==> src/rtl/bsg_ruche_link_arbiter.sv <==
// Wormhole-aware round-robin merge of ruche link streams onto one outgoing link.
// The output is locked to one input for a whole packet: the header plus len body flits.
module bsg_ruche_link_arbiter #(
    parameter int unsigned flit_width_p   = 16,
    parameter int unsigned ruche_factor_p = 4,
    parameter int unsigned cord_width_p   = 4,
    parameter int unsigned len_width_p    = 3,
    localparam int unsigned lg_rf_lp      = (ruche_factor_p <= 1) ? 1 : $clog2(ruche_factor_p)
) (
    input  logic                                   clk_i,
    input  logic                                   reset_i,
    input  logic [ruche_factor_p-1:0]              v_i,
    input  logic [ruche_factor_p*flit_width_p-1:0] data_i,
    output logic [ruche_factor_p-1:0]              ready_and_o,
    output logic                                   v_o,
    output logic [flit_width_p-1:0]                data_o,
    input  logic                                   ready_and_i,
    output logic                                   busy_o,
    output logic [lg_rf_lp-1:0]                    sel_o
);

    typedef enum logic [0:0] {StIdle, StBusy} state_e;

    state_e                 state_r, state_n;
    logic [lg_rf_lp-1:0]    lock_r, lock_n;
    logic [lg_rf_lp-1:0]    rr_last_r, rr_last_n;
    logic [len_width_p-1:0] count_r, count_n;

    logic                   busy;
    logic                   grant_v;
    logic [lg_rf_lp-1:0]    grant_idx;
    logic [lg_rf_lp-1:0]    cur_idx;
    logic                   cur_v;
    logic                   xfer;
    logic [len_width_p-1:0] hdr_len;

    assign busy = (state_r == StBusy);

    // Round-robin search starting one past the last header winner.
    always_comb begin : p_grant
        int unsigned cand;
        grant_v   = 1'b0;
        grant_idx = '0;
        cand      = 0;
        for (int unsigned i = 1; i <= ruche_factor_p; i++) begin
            cand = (32'(rr_last_r) + i) % ruche_factor_p;
            if (!grant_v && v_i[cand]) begin
                grant_v   = 1'b1;
                grant_idx = lg_rf_lp'(cand);
            end
        end
    end

    always_comb begin
        cur_idx     = busy ? lock_r : grant_idx;
        cur_v       = busy ? v_i[lock_r] : grant_v;
        v_o         = cur_v & ~reset_i;
        data_o      = data_i[cur_idx*flit_width_p +: flit_width_p];
        ready_and_o = '0;
        // In BUSY the locked input sees ready even while it is not valid.
        if (!reset_i && (busy || grant_v)) begin
            ready_and_o[cur_idx] = ready_and_i;
        end
        sel_o  = cur_idx;
        busy_o = busy;
    end

    assign xfer    = v_o & ready_and_i;
    assign hdr_len = data_o[cord_width_p +: len_width_p];

    always_comb begin
        state_n   = state_r;
        lock_n    = lock_r;
        rr_last_n = rr_last_r;
        count_n   = count_r;
        unique case (state_r)
            StIdle: begin
                if (xfer) begin
                    rr_last_n = grant_idx;
                    if (hdr_len != '0) begin
                        lock_n  = grant_idx;
                        count_n = hdr_len;
                        state_n = StBusy;
                    end
                end
            end
            StBusy: begin
                if (xfer) begin
                    count_n = count_r - 1'b1;
                    if (count_r == len_width_p'(1)) begin
                        state_n = StIdle;
                    end
                end
            end
            default: state_n = StIdle;
        endcase
    end

    always_ff @(posedge clk_i) begin
        if (reset_i) begin
            state_r   <= StIdle;
            lock_r    <= '0;
            rr_last_r <= lg_rf_lp'(ruche_factor_p - 1);
            count_r   <= '0;
        end else begin
            state_r   <= state_n;
            lock_r    <= lock_n;
            rr_last_r <= rr_last_n;
            count_r   <= count_n;
        end
    end

endmodule

==> config.mk <==
export PLATFORM = sky130hd
export DESIGN_NAME = bsg_ruche_link_arbiter
export DESIGN_NICKNAME = d
export VERILOG_FILES = /design/src/rtl/bsg_ruche_link_arbiter.sv
export SDC_FILE = /design/constraint.sdc
export NUM_CORES = 1
export LEC_CHECK = 0
export ABC_AREA = 1
export BUFFER_PORTS_ARGS = -buffer_cell sky130_fd_sc_hd__buf_2
export CELL_PAD_IN_SITES_DETAIL_PLACEMENT = 1
export CELL_PAD_IN_SITES_GLOBAL_PLACEMENT = 1
export CORE_UTILIZATION = 28
export CTS_BUF_LIST = sky130_fd_sc_hd__clkbuf_8
export DETAILED_ROUTE_END_ITERATION = 12
export GPL_TIMING_DRIVEN = 0
export PLACE_DENSITY_LB_ADDON = 0.25
export REMOVE_ABC_BUFFERS = 1
export SLEW_MARGIN = 20
export SYNTH_ARGS = -nofsm -noshare
export SYNTH_HDL_FRONTEND = slang
export SYNTH_SLANG_ARGS = --single-unit
export TNS_END_PERCENT = 20
==> constraint.sdc <==
create_clock -name clk_i -period 4.2 [get_ports clk_i]
set_clock_uncertainty 0.05 [all_clocks]
set_input_delay 0.21 -clock clk_i [delete_from_list [all_inputs] [get_ports clk_i]]
set_output_delay 0.21 -clock clk_i [all_outputs]
set_load 0.05 [all_outputs]
== Word level (Yosys, flattened, before mapping) ==
Index checks and enable logic that the tools add are counted.

* Multiplexer cells: 32
* Reductions and logical operators: 14
* Magnitude comparators: 7
* Bitwise operators: 5
* Shifts and indexed selects: 1
* Equality and inequality tests: 4
* Add/sub/neg operators: 5

{| class="wikitable"
|+ Operator list
! cell !! number
|-
| 64-bit by 7-bit variable part select with 16-bit output || 1
|-
| 2-bit by 3-bit less-than comparator with 1-bit output, second input constant || 6
|-
| 1-bit 2-to-1 mux || 15
|-
| 1-bit binary-select mux with 2-bit select || 5
|-
| 2-bit 2-to-1 mux || 5
|-
| 3-bit 2-to-1 mux || 3
|-
| 3-bit one-hot mux with 2 select lines || 1
|-
| 3-bit AND reduction || 2
|-
| 1-bit logical AND || 5
|-
| 2-bit by 1-bit adder with 2-bit output, second input constant || 2
|-
| 2-bit adder, second input constant || 2
|-
| 4-bit bitwise AND || 1
|-
| 1-bit logical NOT || 4
|-
| 4-bit 2-to-1 mux || 1
|-
| 2-bit inequality test, second input constant || 2
|-
| 3-bit by 1-bit == test with 1-bit output, second input constant || 1
|-
| 3-bit nonzero test || 1
|-
| 3-bit by 1-bit subtractor with 3-bit output, second input constant || 1
|-
| 1-bit bitwise AND || 2
|-
| 1-bit demux with 2-bit select || 1
|-
| 2-bit by 1-bit >= comparator with 1-bit output, second input constant || 1
|-
| 2-bit by 1-bit inequality test with 1-bit output, second input constant || 1
|-
| 1-bit NOT || 2
|-
| 1-bit one-hot mux with 2 select lines || 1
|-
| other kinds (2) || 2
|}

* Output and inout bits: 24
* Logic and storage cells: 72
* Flip-flop bits (word level): 8

== Longest topological paths before layout ==
Gate-level depths: netlist of the first run.

* Depth in word-level cells: 20
* Mapped depth: 22

== Worst setup path before layout of the first run ==
No wires, ideal clock.

* Path type: reg2out
* Start: register state_r, in the netlist busy_o
* End: output port ready_and_o[3]
* Arrival time: 2.888 ns
* Path buffers: 2
* Slack: 1.052 ns
* Stages on the path, launching flop included: 7
* Cell sequence: dfxtp_1 clkinv_1 nand3_4 nand2_4 buf_6 clkbuf_1 nor3_1

* Cells in the longest elaborated chain, start to end: 7
* Elaborated cells between the ends (all ways): 10
* Classes of those cells: 2 x order compare; 4 x mux; 1 x bitwise; 3 x reduce/logical

{| class="wikitable"
|+ Ends and longest elaborated chain
! what !! RTL line !! text
|-
| start, declared || 24 || <nowiki>state_e state_r, state_n;</nowiki>
|-
| start signal, assigned || 101 || <nowiki>state_r <= StIdle;</nowiki>
|-
| start signal, assigned || 106 || <nowiki>state_r <= state_n;</nowiki>
|-
| 2-bit 2-to-1 mux || 55 || <nowiki>cur_idx = busy ? lock_r : grant_idx;</nowiki>
|-
| 2-bit by 3-bit less-than comparator with 1-bit output (implied by the code) / 2-bit by 1-bit >= comparator with 1-bit output (equally long branches) || 62 || <nowiki>ready_and_o[cur_idx] = ready_and_i;</nowiki>
|-
| 1-bit logical AND (implied by the code) || 62 ||
|-
| 1-bit 2-to-1 mux (implied by the code) || 62 ||
|-
| 1-bit demux with 2-bit select || 62 ||
|-
| 4-bit bitwise AND (no source line) || - ||
|-
| 4-bit 2-to-1 mux (*) || 61 || <nowiki>if (!reset_i && (busy || grant_v)) begin</nowiki>
|-
| end, declared || 14 || <nowiki>output logic [ruche_factor_p-1:0] ready_and_o,</nowiki>
|}

Mark *: on every way between the ends. The rest lies on a longest branch, timed or not.

== Worst setup path after layout of the first run ==
* Start: register rr_last_r[0]
* End: output port data_o[0]

* Cells in the longest elaborated chain, start to end: 15
* Elaborated cells between the ends (all ways): 27
* Classes of those cells: 4 x add/sub; 1 x shift; 16 x mux; 6 x reduce/logical

{| class="wikitable"
|+ Ends and longest elaborated chain
! what !! RTL line !! text
|-
| start, declared || 26 || <nowiki>logic [lg_rf_lp-1:0] rr_last_r, rr_last_n;</nowiki>
|-
| start signal, assigned || 103 || <nowiki>rr_last_r <= lg_rf_lp'(ruche_factor_p - 1);</nowiki>
|-
| start signal, assigned || 108 || <nowiki>rr_last_r <= rr_last_n;</nowiki>
|-
| 2-bit by 1-bit adder with 2-bit output || 46 || <nowiki>cand = (32'(rr_last_r) + i) % ruche_factor_p;</nowiki>
|-
| 1-bit binary-select mux with 2-bit select || 47 || <nowiki>if (!grant_v && v_i[cand]) begin</nowiki>
|-
| 1-bit 2-to-1 mux (implied by the code) || 47 ||
|-
| 1-bit 2-to-1 mux || 47 ||
|-
| 1-bit logical NOT || 47 ||
|-
| 1-bit logical AND || 47 ||
|-
| 1-bit 2-to-1 mux || 47 ||
|-
| 1-bit logical NOT || 47 ||
|-
| 1-bit logical AND || 47 ||
|-
| 1-bit 2-to-1 mux || 47 ||
|-
| 1-bit logical NOT || 47 ||
|-
| 1-bit logical AND || 47 ||
|-
| 2-bit 2-to-1 mux (*) || 47 ||
|-
| 2-bit 2-to-1 mux (*) || 55 ||
|-
| 64-bit by 7-bit variable part select with 16-bit output (*) || 58 || <nowiki>data_o = data_i[cur_idx*flit_width_p +: flit_width_p];</nowiki>
|-
| end, declared || 16 || <nowiki>output logic [flit_width_p-1:0] data_o,</nowiki>
|}

Mark *: on every way between the ends. The rest lies on a longest branch, timed or not. The select of a mux whose other input is x is not followed.

==> results of run 1 <==
final timing paths:
path                             end  slack, ns  depth (start not counted)
max reg2reg  count_r[0]$_SDFFE_PP0P_       1.51                         17
max                        data_o[0]       0.63                         13
min reg2reg  count_r[2]$_SDFFE_PP0P_       0.43                          2
min           lock_r[0]$_SDFFE_PP0P_       0.17                          2
area by class of cell:
class | count | area share [%]
Multi-Input combinational cell | 189 | 55.3
Timing Repair Buffer | 94 | 25.9
Clock buffer | 3 | 2.27
Tap cell | 52 | 3.58
Inverter | 18 | 4.14
Sequential cell | 8 | 8.82
registers in the layout, summed over array words and instances (netlist names):
| signal | count |
|---|---|
| busy_o | 1 |
| count_r | 3 |
| rr_last_r | 2 |
| lock_r | 2 |
cells in the final DEF (no fill, tap or decap), types with 2 or more instances in the layout:
cell	n
buf_2	94
nand2_1	66
nand3_1	46
nand2_2	15
a22oi_1	13
inv_1	12
nor2_1	11
a21oi_1	11
dfxtp_1	8
inv_2	4
nand2_4	4
nor3_1	4
o21ai_0	4
nand3_2	3
clkbuf_8	3
nor2_4	2
nand4_1	2
nand3_4	2
ha_1	2
synthesized netlist by cell type:
cell type	number	area, sq um
a22oi_1	13	97.6
inv_1	12	45.0
nand3_1	46	230
dfxtp_1	8	160
nor3_1	4	20.0
buf_4	1	7.51
a211oi_1	1	7.51
clkinv_1	1	3.75
a21oi_1	11	55.1
o21ai_1	1	5.00
nor2_2	1	6.26
nand4_1	2	12.5
nand2_1	66	248
nand3_4	2	35.0
ha_1	2	25.0
nand3_2	3	30.0
buf_2	2	10.0
inv_2	4	15.0
nand2_2	15	93.8
clkbuf_1	2	7.51
nand2_4	4	45.0
nor2_4	2	22.5
inv_8	1	11.3
o21ai_0	4	20.0
a311oi_1	1	8.76
buf_6	3	33.8
nor2_1	11	41.3
cells by family after synthesis:
| family | Yosys count | synth area share [%] |
|---|---|---|
| and+or+nand+nor | 156 | 60.5 |
| AOI/OAI and AO/OA | 31 | 14.9 |
| buffers and inverters | 26 | 10.3 |
| DFF | 8 | 12.3 |
| adders and majority gates | 2 | 1.93 |
worst reg2reg max path, delay by kind of cell, from the launching register on:
| kind | cells | cell delay, ns |
|---|---|---|
| DFF | 1 | 0.63 |
| and+or+nand+nor | 16 | 1.76 |
| AOI/OAI and AO/OA | 1 | 0.15 |
per-layer routing:
| layer | share of wire [%] | wire (um) |
|---|---|---|
| met5 | 0 | 0 |
| met3 | 6.6 | 312 |
| met4 | 2.2 | 105 |
| met1 | 42 | 1960 |
| met2 | 49 | 2320 |
where the power goes:
| group | internal (mW) | switching, mW | leakage, nW |
|---|---|---|---|
| registers | 0.0889 | 0.0163 | 0.0657 |
| clock network | 0.0621 | 0.0310 | 0.0216 |
| logic | 0.258 | 0.784 | 0.913 |
==> results.txt, run 1 <==
Counting tap cells, the placed design contains a total of around 360 instances. The startpoint identified for the worst hold timing path is reset_i. The design draws ~1.2 mW. The later-pin clock latency in the skew report is around 0.23 ns. Summing all flip-flop and latch instances after layout gives ~160 sq um. In this run the number of H-tree levels came out at 1.

The number of search-and-repair iterations in the first detailed-routing pass came out at 4. The global-route wire length before repair is 7990 um. The worst setup path is captured at a primary output. The post-CTS setup buffer count is 0. The global routing usage on met1 came out at a little under a quarter.

The total track usage came out at between 10% and 20%. The worst hold path belongs to the class input pin to flip-flop. The residual DRC count came out at 0. The worst hold slack after final layout came out at around 0.17 ns. Counting both buffers and inverters, the worst setup path holds a total of 2. OpenSTA, run right after detailed placement, puts the worst setup slack at between 0.8 and 0.9 ns.

The worst path in the final design needs a cycle of ~3.6 ns, including I/O delays and setup. The number of instances resized during post-cts repair came out at 0. Buffers inserted to repair hold after CTS numbered 0. The number of buffers created by CTS came out at 3. The number of slew-limit violations in the final report came out at 0. The most used routing layer in global routing is met2.

The final non-filler cell area is about 1800 sq um. The relative max-transition margin came out at 41.1%. Of the available clock period, the critical path in the final layout requires 85.1%. The per-cell via count in the routed design is roughly 5.1.

The flow ran to the end, and the final reports show no timing, DRC or antenna violations. The cell area power density came out at 683 nW/um^2. The least setup slack across all paths after layout is approximately 0.63 ns. The count of cells in the finished layout, fillers not included, comes to roughly 360. Of the synthesized area, sequential elements account for 12.3%. The CTS clock-pin slew for the worst setup and hold paths is approximately 0.040 ns. The startpoint of the worst-slack reg-to-reg timing path is rr_last_r[0]$_SDFFE_PP1P_. The share of the core filled with cells in the final layout came out at between 40% and 50%. For this design the static power due to leakage is around 1.0 nW. The initial core utilization is ~30%.

The placed standard-cell area came out at about 1800 sq um. The netlist area before placement came out at ~1300 sq um. For this design, the slowest cell found on the critical path is nor2_1. The count of antenna-violating nets left after detailed routing came out at 0. The count of input and output buffers is 94. The highest fanout seen on the critical path came out at 20. The net count reported at finish came out at slightly below 400. The floorplan step set the die height to roughly 70 um. The final RePlAce weighted congestion is approximately 0.8.

The number of buffers on the longest clock path is 2. The cell family contributing the most delay on the critical path is simple AND/OR/NAND/NOR gates. During synthesis, Yosys emitted a total of 0 warnings. The launch point of the worst path is rr_last_r[0]$_SDFFE_PP1P_. The area of combinational cells with multiple inputs came out at 1000 sq um.

The kind of critical path is flip-flop to primary output. The die covers 4910 sq um. The largest net degree at the start of global routing came out at 25.

For met2 alone, demand over resource in global routing was between 30% and 40%. The fraction of final layout cells sized beyond drive strength 1 is about two fifths. The number of fillers in the final layout came out at ~650.

The synthesis-to-layout area growth came out at 39.9%. The via count came out at around 1800. The tree is rooted in a clkbuf_8. The detailed placer's ending HPWL came out at about 3800 um.

In this run the horizontal extent of the chip is around 70 um. TritonCTS built the clock tree. The maximum clock frequency came out at 280 MHz.

The met3 usage in global routing came out at 2.45%. The number of sinks driven by the clock tree came out at 8. The placeable core area is 4410 sq um. The data required time of the worst path came out at just under 4 ns. Dividing the synthesized area by the synthesized cell count gives around 5.8 sq um. The number of inserted diodes is 0. The routed length per instance came out at ~13 um. The data arrival at the endpoint of the critical path is between 3 and 4 ns.

The detailed router finished its first iteration with 47 violations. STA classifies the critical path startpoint as a flip-flop. Synthesis produced approximately 220 cells. Walking the worst path, the cells encountered are nand2_1, nand3_1, nand2_2, nor2_4, nand3_2, nand4_1, nand3_2, nand2_4, inv_2, nor2_1, a22oi_1, nand3_1, buf_2. The routed design has ~4700 um of wire. The number of unique standard cell types used by synthesis came out at 27. The number of antenna violations at the first check in global routing came to 0. In the final timing run, aggregate negative setup slack is 0 ns.

The count of endpoints failing hold in the final timing report is 0. The total overflow reported by the global router came out at 0. The largest voltage drop on the vdd net came out at roughly 0.00024 V. The number of endpoints failing setup at the final stage is 0. The count of boundary I/O pins came out at 95. The delay contributed by the slowest stage of the critical path is between 0.6 and 0.7 ns.

The slew at the pin closest to its max-slew limit is slightly below 0.9 ns. The number of violations of the max-capacitance limit came out at 0. Setup repair after global routing left no endpoint under its margin. The number of global-route vias before repair is 1805.

The number of core rows came out at 24. Synthesis inferred 8 register bits.
(Power assumes the default switching activity.)
==> inputs of run 2 (changes only) <==
Settings changed: GPL_TIMING_DRIVEN 0 to 1, HOLD_SLACK_MARGIN set to 0.08.
==> run 2 against run 1 <==
Core utilization rose by 0.17 points; sequential power hardly changed; critical endpoint is now data_o[3]; via count shrank 1.6%; clock-buffer cell count is the same; worst hold slack got worse by 0.0031 ns; global-route usage increased by 0.13 points; non-clock buffer count grew 1; combinational power hardly changed; largest cell class unchanged; die area is the same; wire length is 0.64% lower; sequential cell count stayed put.
==> results.txt, run 2 (same netlist as run 1, synthesis figures left out) <==
The final RePlAce weighted congestion is 0.869 (+8.8%). The DRC violation total after the first TritonRoute iteration came out at 49 (+4.3%). The net count reported at finish came to 388 (+0.26%).

The final critical-path share of the clock period is 83.6% (-1.5 points). The least setup slack across all paths after layout came out at 0.688 ns (+0.0622 ns). The later-pin clock latency in the skew report is 0.23 ns (about the same).

The depth of the worst hold-timing path came out at 2 (unchanged). The post-cts hold buffer count came out at 0 (unchanged). The cell type of the slowest stage on the worst timing path is nor2_1. The delay contributed by the slowest stage of the critical path came out at 0.64 ns (-0.04 ns). The total overflow reported by the global router came out at 0 (unchanged). The critical path launch point type is a flip-flop. The count of antenna-violating nets left after detailed routing is 0 (unchanged).

The number of buffers on the longest clock path is 2 (unchanged). The initial core utilization is 29.4% (unchanged). The count of boundary I/O pins is 95 (unchanged). The pre-CTS worst setup slack is 0.902 ns (+0.0793 ns). The residual DRC count is 0 (unchanged). The critical path is of the flip-flop to primary output type. The floorplan die height is 70.1 um (unchanged). Counting stages on the worst path, the most repeated cell is nand2_2. The number of violations of the max-capacitance limit is 0 (unchanged). The number of antenna violations at the first check in global routing came out at 0 (unchanged). The number of H-tree levels came to 1 (unchanged). In this run the worst setup path begins at rr_last_r[0]$_SDFFE_PP1P_.

The cell area power density is 682 nW/um^2 (-0.15%). In the layout the commonest cells are buf_2 (94), nand2_1 (66), nand3_1 (46). The per-cell via count in the routed design is 4.97 (-1.8%). The worst register-to-register path begins at rr_last_r[0]$_SDFFE_PP1P_. The die area is 4910 sq um (unchanged). The number of instances resized during post-cts repair is 0 (unchanged). The leakage power came out at 1.01 nW (+0.51%).

The number of inserted diodes came out at 0 (unchanged). CTS placed an instance of clkbuf_8 at the clock tree root. The synthesis-to-layout area growth came out at 40.5%. The overall power of the completed layout came to 1.24 mW (+0.26%). The path class of the tightest hold or removal check is input pin to flip-flop. TritonCTS built the clock tree. The worst setup path is captured at a primary output. The share of the core filled with cells in the final layout is 41.3% (+0.17 points). The total track usage came out at 19.7% (+0.13 points). The relative max-transition margin came out at 47.6% (+6.5 points). The CTS clock-pin slew for the worst setup and hold paths is 0.04 ns (about the same). The horizontal die dimension came out at 70.1 um (unchanged). The number of buffers created by CTS came out at 3 (unchanged).

The placeable core area is 4410 sq um (unchanged). The number of global-route vias before repair is 1776 (-1.6%). The slew at the pin closest to its max-slew limit came out at 0.782 ns (-0.0976 ns). The aggregate routed wire length is 4660 um (-0.64%). The detailed placer's ending HPWL is 4050 um (+5.9%). The maximum clock frequency is 285 MHz (+1.8%). Setup repair after global routing left no endpoint under its margin. The largest net degree at the start of global routing was 25 (unchanged). The final critical-path required period is 3.51 ns (-0.0622 ns).

The global-route wire length before repair is 7940 um (-0.61%). The worst hold path begins at reset_i. Walking the worst path, the cells encountered are inv_8, nand2_2, nand2_1, nand2_2, nand2_2, nor2_4, nand3_2, nand4_1, nand3_2, nand2_4, inv_2, nor2_1, a22oi_1, nand3_1, buf_2.

In the final layout, the registers with the most flip-flops are count_r: 3 flops, lock_r: 2 flops, rr_last_r: 2 flops. The flip-flop count of the largest register after layout is 3 (unchanged). The data arrival at the endpoint of the critical path came out at 3.25 ns (-0.06 ns). The fraction of final layout cells sized beyond drive strength 1 came out at 41.5% (+0.19 points).

The count of endpoints failing hold in the final timing report is 0 (unchanged). The number of search-and-repair iterations in the first detailed-routing pass came out at 4 (unchanged). The number of endpoints failing setup at the final stage came out at 0 (unchanged). The run finished with clean final reports.

The data required time of the worst path was 3.94 ns (about the same). The routed length per instance was 12.8 um (-0.91%). The post-CTS setup buffer count came out at 0 (unchanged).

The number of sinks driven by the clock tree was 8 (unchanged). The via count came to 1815 (-1.6%). The worst-case reg-to-reg path depth came out at 19 (+2). The register name with the most flops is count_r. The highest fanout seen on the critical path is 20 (unchanged).

The number of slew-limit violations in the final report came out at 0 (unchanged). Leaving out fill and tap cells, the most frequent cell in the layout is buf_2. The largest voltage drop on the vdd net came out at 0.000341 V (+42%).

The count of input and output buffers is 94 (unchanged). The setup TNS after final layout is 0 ns (unchanged). The number of core rows was 24 (unchanged).
-- run 2: cell types whose count changed in the layout (fill, tap and decap cells not counted) --
| cell | before | now |
|---|---|---|
| buf_4 | 0 | 1 |
-- run 2: final timing paths --
check	to	slack, ns
min reg2reg	count_r[2]$_SDFFE_PP0P_	0.43
max	data_o[3]	0.69
min	lock_r[0]$_SDFFE_PP0P_	0.17
max reg2reg	count_r[0]$_SDFFE_PP0P_	1.52
-- run 2: per-stage QoR --
step	instance area [sq um]	hold slack [ns]	cells
detailed placement	1780	0.406	362
finish	1820	0.168	365
CTS	1820	0.163	365
floorplan	1240	0.229	215
global route	1820	0.181	365
global placement	1780	0.401	362
-- run 2: final cells by class --
cell class	instances	area, sq um
Tap cell	52	65.1
Multi-Input combinational cell	189	1000
Inverter	18	75.1
Clock buffer	3	41.3
Timing Repair Buffer	95	478
Fill cell	645	2590
Sequential cell	8	160
-- run 2: where the power goes --
group	switching (mW)	internal, mW	leakage [nW]
Combinational	0.786	0.263	0.918
Sequential	0.0165	0.0889	0.0657
Clock	0.0275	0.0618	0.0216
-- run 2: metal layers --
| metal | up-vias | global-route usage [%] | share of wire (%) |
|---|---|---|---|
| met5 | - | 0 | 0 |
| met4 | 0 | 7.78 | 2.4 |
| met3 | 8 | 2.45 | 5.7 |
| met2 | 67 | 35.3 | 49 |
| met1 | 805 | 23.6 | 43 |
| li1 | 935 | - | - |
-- run 2: worst max-delay path, delay by kind of cell (launching register included) --
family / cells / cell delay (ns)
and+or+nand+nor: 11 / 1.66
DFF: 1 / 0.62
buffers and inverters: 3 / 0.52
AOI/OAI and AO/OA: 1 / 0.23
==> inputs of run 3 (changes only) <==
Settings changed: CORE_UTILIZATION 28 to 23.
Clock period 4.2 ns to 3 ns, I/O delays scaled along.
==> run 3 against run 2 <==
Clock-buffer cell count did not move; largest cell class unchanged; sequential cell count did not move; via count rose by 1.4%; largest power group unchanged.
==> results.txt, run 3 (same netlist as run 1, synthesis figures left out) <==
The count of endpoints failing hold in the final timing report was 0 (unchanged). The worst hold slack after final layout is 0.101 ns (-0.0670 ns). The residual DRC count is 0 (unchanged). The number of H-tree levels is 1 (unchanged). The number of core rows was 26 (+8.3%). The routed length per instance is 13.3 um (+4.5%).

The number of global-route vias before repair is 1915 (+7.8%). The switching part of the total came out at 63.9% (-2.8 points). The global-route wire length before repair came out at 8580 um (+8.0%). The internal power is 685 uW (+66%). In this run the most critical hold path is launched from reset_i.

The later-pin clock latency in the skew report was 0.23 ns (about the same). The maximum clock frequency came out at roughly 360 MHz. The largest registers in the layout are count_r: 3 flops, lock_r: 2 flops, rr_last_r: 2 flops. The count of boundary I/O pins came out at 95 (unchanged). The highest fanout seen on the critical path is 20 (unchanged).

The floorplan die height was 77.1 um (+10%). The clock share of power came out at 6.9% (-0.3 points). The largest net degree at the start of global routing is 20 (-20%). The critical path is of the flip-flop to primary output type. The via count is 1840 (+1.4%). The worst-case register-to-register setup slack is 0.54 ns (-0.98 ns).

The number of endpoints failing setup at the final stage is 0 (unchanged). The run finished with clean final reports. The number of inserted diodes is 0 (unchanged). The initial core utilization is 24.6% (-4.8 points). In this run the worst setup path terminates at data_o[10]. The flip-flop count of the largest register after layout came out at 3 (unchanged). The number of antenna violations at the first check in global routing came out at 0 (unchanged). The worst setup path is captured at a primary output. Setup repair after global routing left no endpoint under its margin. The aggregate routed wire length was 5190 um (+11%). In the finished design, the share of the clock period the worst path needs comes to between 90% and 100%. The DRC violation total after the first TritonRoute iteration came out at 26 (-47%).

The register name with the most flops is count_r. The endpoint of the worst-slack reg-to-reg timing path is count_r[0]$_SDFFE_PP0P_. The critical path launch point type is a flip-flop. The number of buffers on the longest clock path is 2 (unchanged).

The final critical-path required period came out at 2.76 ns. The number of buffers created by CTS came out at 3 (unchanged). The fraction of final layout cells sized beyond drive strength 1 came to 42.9% (+1.4 points). The number of slew-limit violations in the final report came to 0 (unchanged). The count of antenna-violating nets left after detailed routing is 0 (unchanged). The critical path starts at rr_last_r[0]$_SDFFE_PP1P_. The net count reported at finish is 394 (+1.5%).

The tree is rooted in a clkbuf_8. The least setup slack across all paths after layout is 0.242 ns (-0.445 ns). The data required time of the worst path is 2.80 ns (-1.14 ns). The per-cell via count in the routed design is 4.73 (-4.9%). The final RePlAce weighted congestion was 0.789 (-9.3%). The detailed placer's ending HPWL came out at 4350 um (+7.3%).

The largest voltage drop on the vdd net came out at 0.000688 V (+100%). The number of search-and-repair iterations in the first detailed-routing pass is 6 (+2). The startpoint identified for the worst register-to-register timing path is rr_last_r[0]$_SDFFE_PP1P_.

TritonCTS built the clock tree. The min-delay analysis places its worst path in the category input pin to flip-flop. The placeable core area is 5270 sq um (+19%). The total overflow reported by the global router came out at 0 (unchanged). In the layout the commonest cells are buf_2 (81), nand2_1 (66), nand3_1 (46). The post-CTS setup buffer count came out at 0 (unchanged). The combinational share of power was 85.7% (+1.4 points).

The sequential fraction of design power came out at 7.4% (-1.1 points). The die area is 5950 sq um (+21%). The horizontal die dimension is 77.1 um (+10%). The post-cts hold buffer count is 0 (unchanged).

The worst-case reg-to-reg path depth is 19 (unchanged). The switching power of the nets is 1.21 mW (+46%). The leakage power came out at 1.04 nW (+3.7%). The cell area power density is 972 nW/um^2 (+43%). The number of sinks driven by the clock tree is 8 (unchanged). The pre-CTS worst setup slack is 0.0732 ns (-0.829 ns). The slew at the pin closest to its max-slew limit is 0.438 ns (-0.344 ns). The count of input and output buffers is 94 (unchanged). The leading cell type in the layout, fill and taps excluded is buf_2. The data arrival at the endpoint of the critical path is 2.56 ns (-0.69 ns). The total track usage is 17.6% (-2.1 points). The relative max-transition margin is 70.7% (+23 points). The setup TNS after final layout came out at 0 ns (unchanged). The overall power of the completed layout came out at 1.90 mW (+53%).

The number of violations of the max-capacitance limit came out at 0 (unchanged). The CTS clock-pin slew for the worst setup and hold paths is 0.04 ns (about the same). The synthesis-to-layout area growth is 50.6%.
run 3: cell count changes in the layout (fill, tap and decap cells not counted):
cell | before | now
buf_6 | 0 | 3
buf_2 | 94 | 81
nor2_1 | 11 | 10
nand2_4 | 4 | 3
clkbuf_4 | 0 | 2
nand2_8 | 0 | 1
buf_4 | 1 | 14
nor2_4 | 2 | 4
run 3: power by group through the flow:
stage          clock, mW  combinational (mW)  sequential [mW]
2_1_floorplan          0                1.13            0.152
3_3_place_gp           0                1.51            0.142
3_5_place_dp           0                1.53            0.143
4_1_cts            0.139                1.54            0.141
5_1_grt            0.144                1.76            0.144
6_report           0.131                1.63            0.141
run 3: worst min path at each step:
| stage | slack, ns | cells past startpoint | to |
|---|---|---|---|
| 2_1_floorplan | 0.17 | 1 | busy_o$_SDFF_PP0_ |
| 3_3_place_gp | 0.34 | 2 | lock_r[0]$_SDFFE_PP0P_ |
| 3_5_place_dp | 0.34 | 2 | lock_r[0]$_SDFFE_PP0P_ |
| 4_1_cts | 0.09 | 2 | lock_r[0]$_SDFFE_PP0P_ |
| 5_1_grt | 0.12 | 2 | lock_r[0]$_SDFFE_PP0P_ |
| 6_report | 0.10 | 2 | lock_r[0]$_SDFFE_PP0P_ |
run 3: area by class of cell:
type | instances | area, sq um
Clock buffer | 3 | 41.3
Fill cell | 752 | 3320
Inverter | 18 | 75.1
Multi-Input combinational cell | 190 | 1030
Sequential cell | 8 | 160
Tap cell | 70 | 87.6
Timing Repair Buffer | 100 | 559
run 3: metal layers:
metal  routed length (um)  track usage [%]
met1                 2260             21.1
met2                 2520             31.8
met3                  298             1.90
met4                  108             6.98
met5                    0                0
run 3: critical path: stages, from the launching register on:
cell	delay, ns
dfxtp_1	0.32
buf_4	0.16
inv_8	0.06
nand2_2	0.06
nand2_2	0.06
nand2_1	0.08
nand2_2	0.08
nor2_4	0.11
nand3_2	0.11
nand4_1	0.13
nand3_2	0.10
nand2_4	0.11
inv_2	0.07
buf_6	0.17
nor2_2	0.27
a22oi_1	0.11
nand3_1	0.09
clkbuf_4	0.23
run 3: repair_timing:
| item | CTS | global route |
|---|---|---|
| resized for setup | 2 | 29 |
| pin swaps | 0 | 1 |
| setup endpoints to repair | 13 | 13 |
| cloned | 0 | 1 |
run 3: metrics by stage:
step	cells	utilization [%]	area (sq um)
2_1_floorplan	215	-	1240
3_3_place_gp	385	34.9	1840
3_5_place_dp	385	34.9	1840
4_1_cts	388	35.9	1890
5_1_grt	389	37.1	1950
6_report	389	37.1	1950
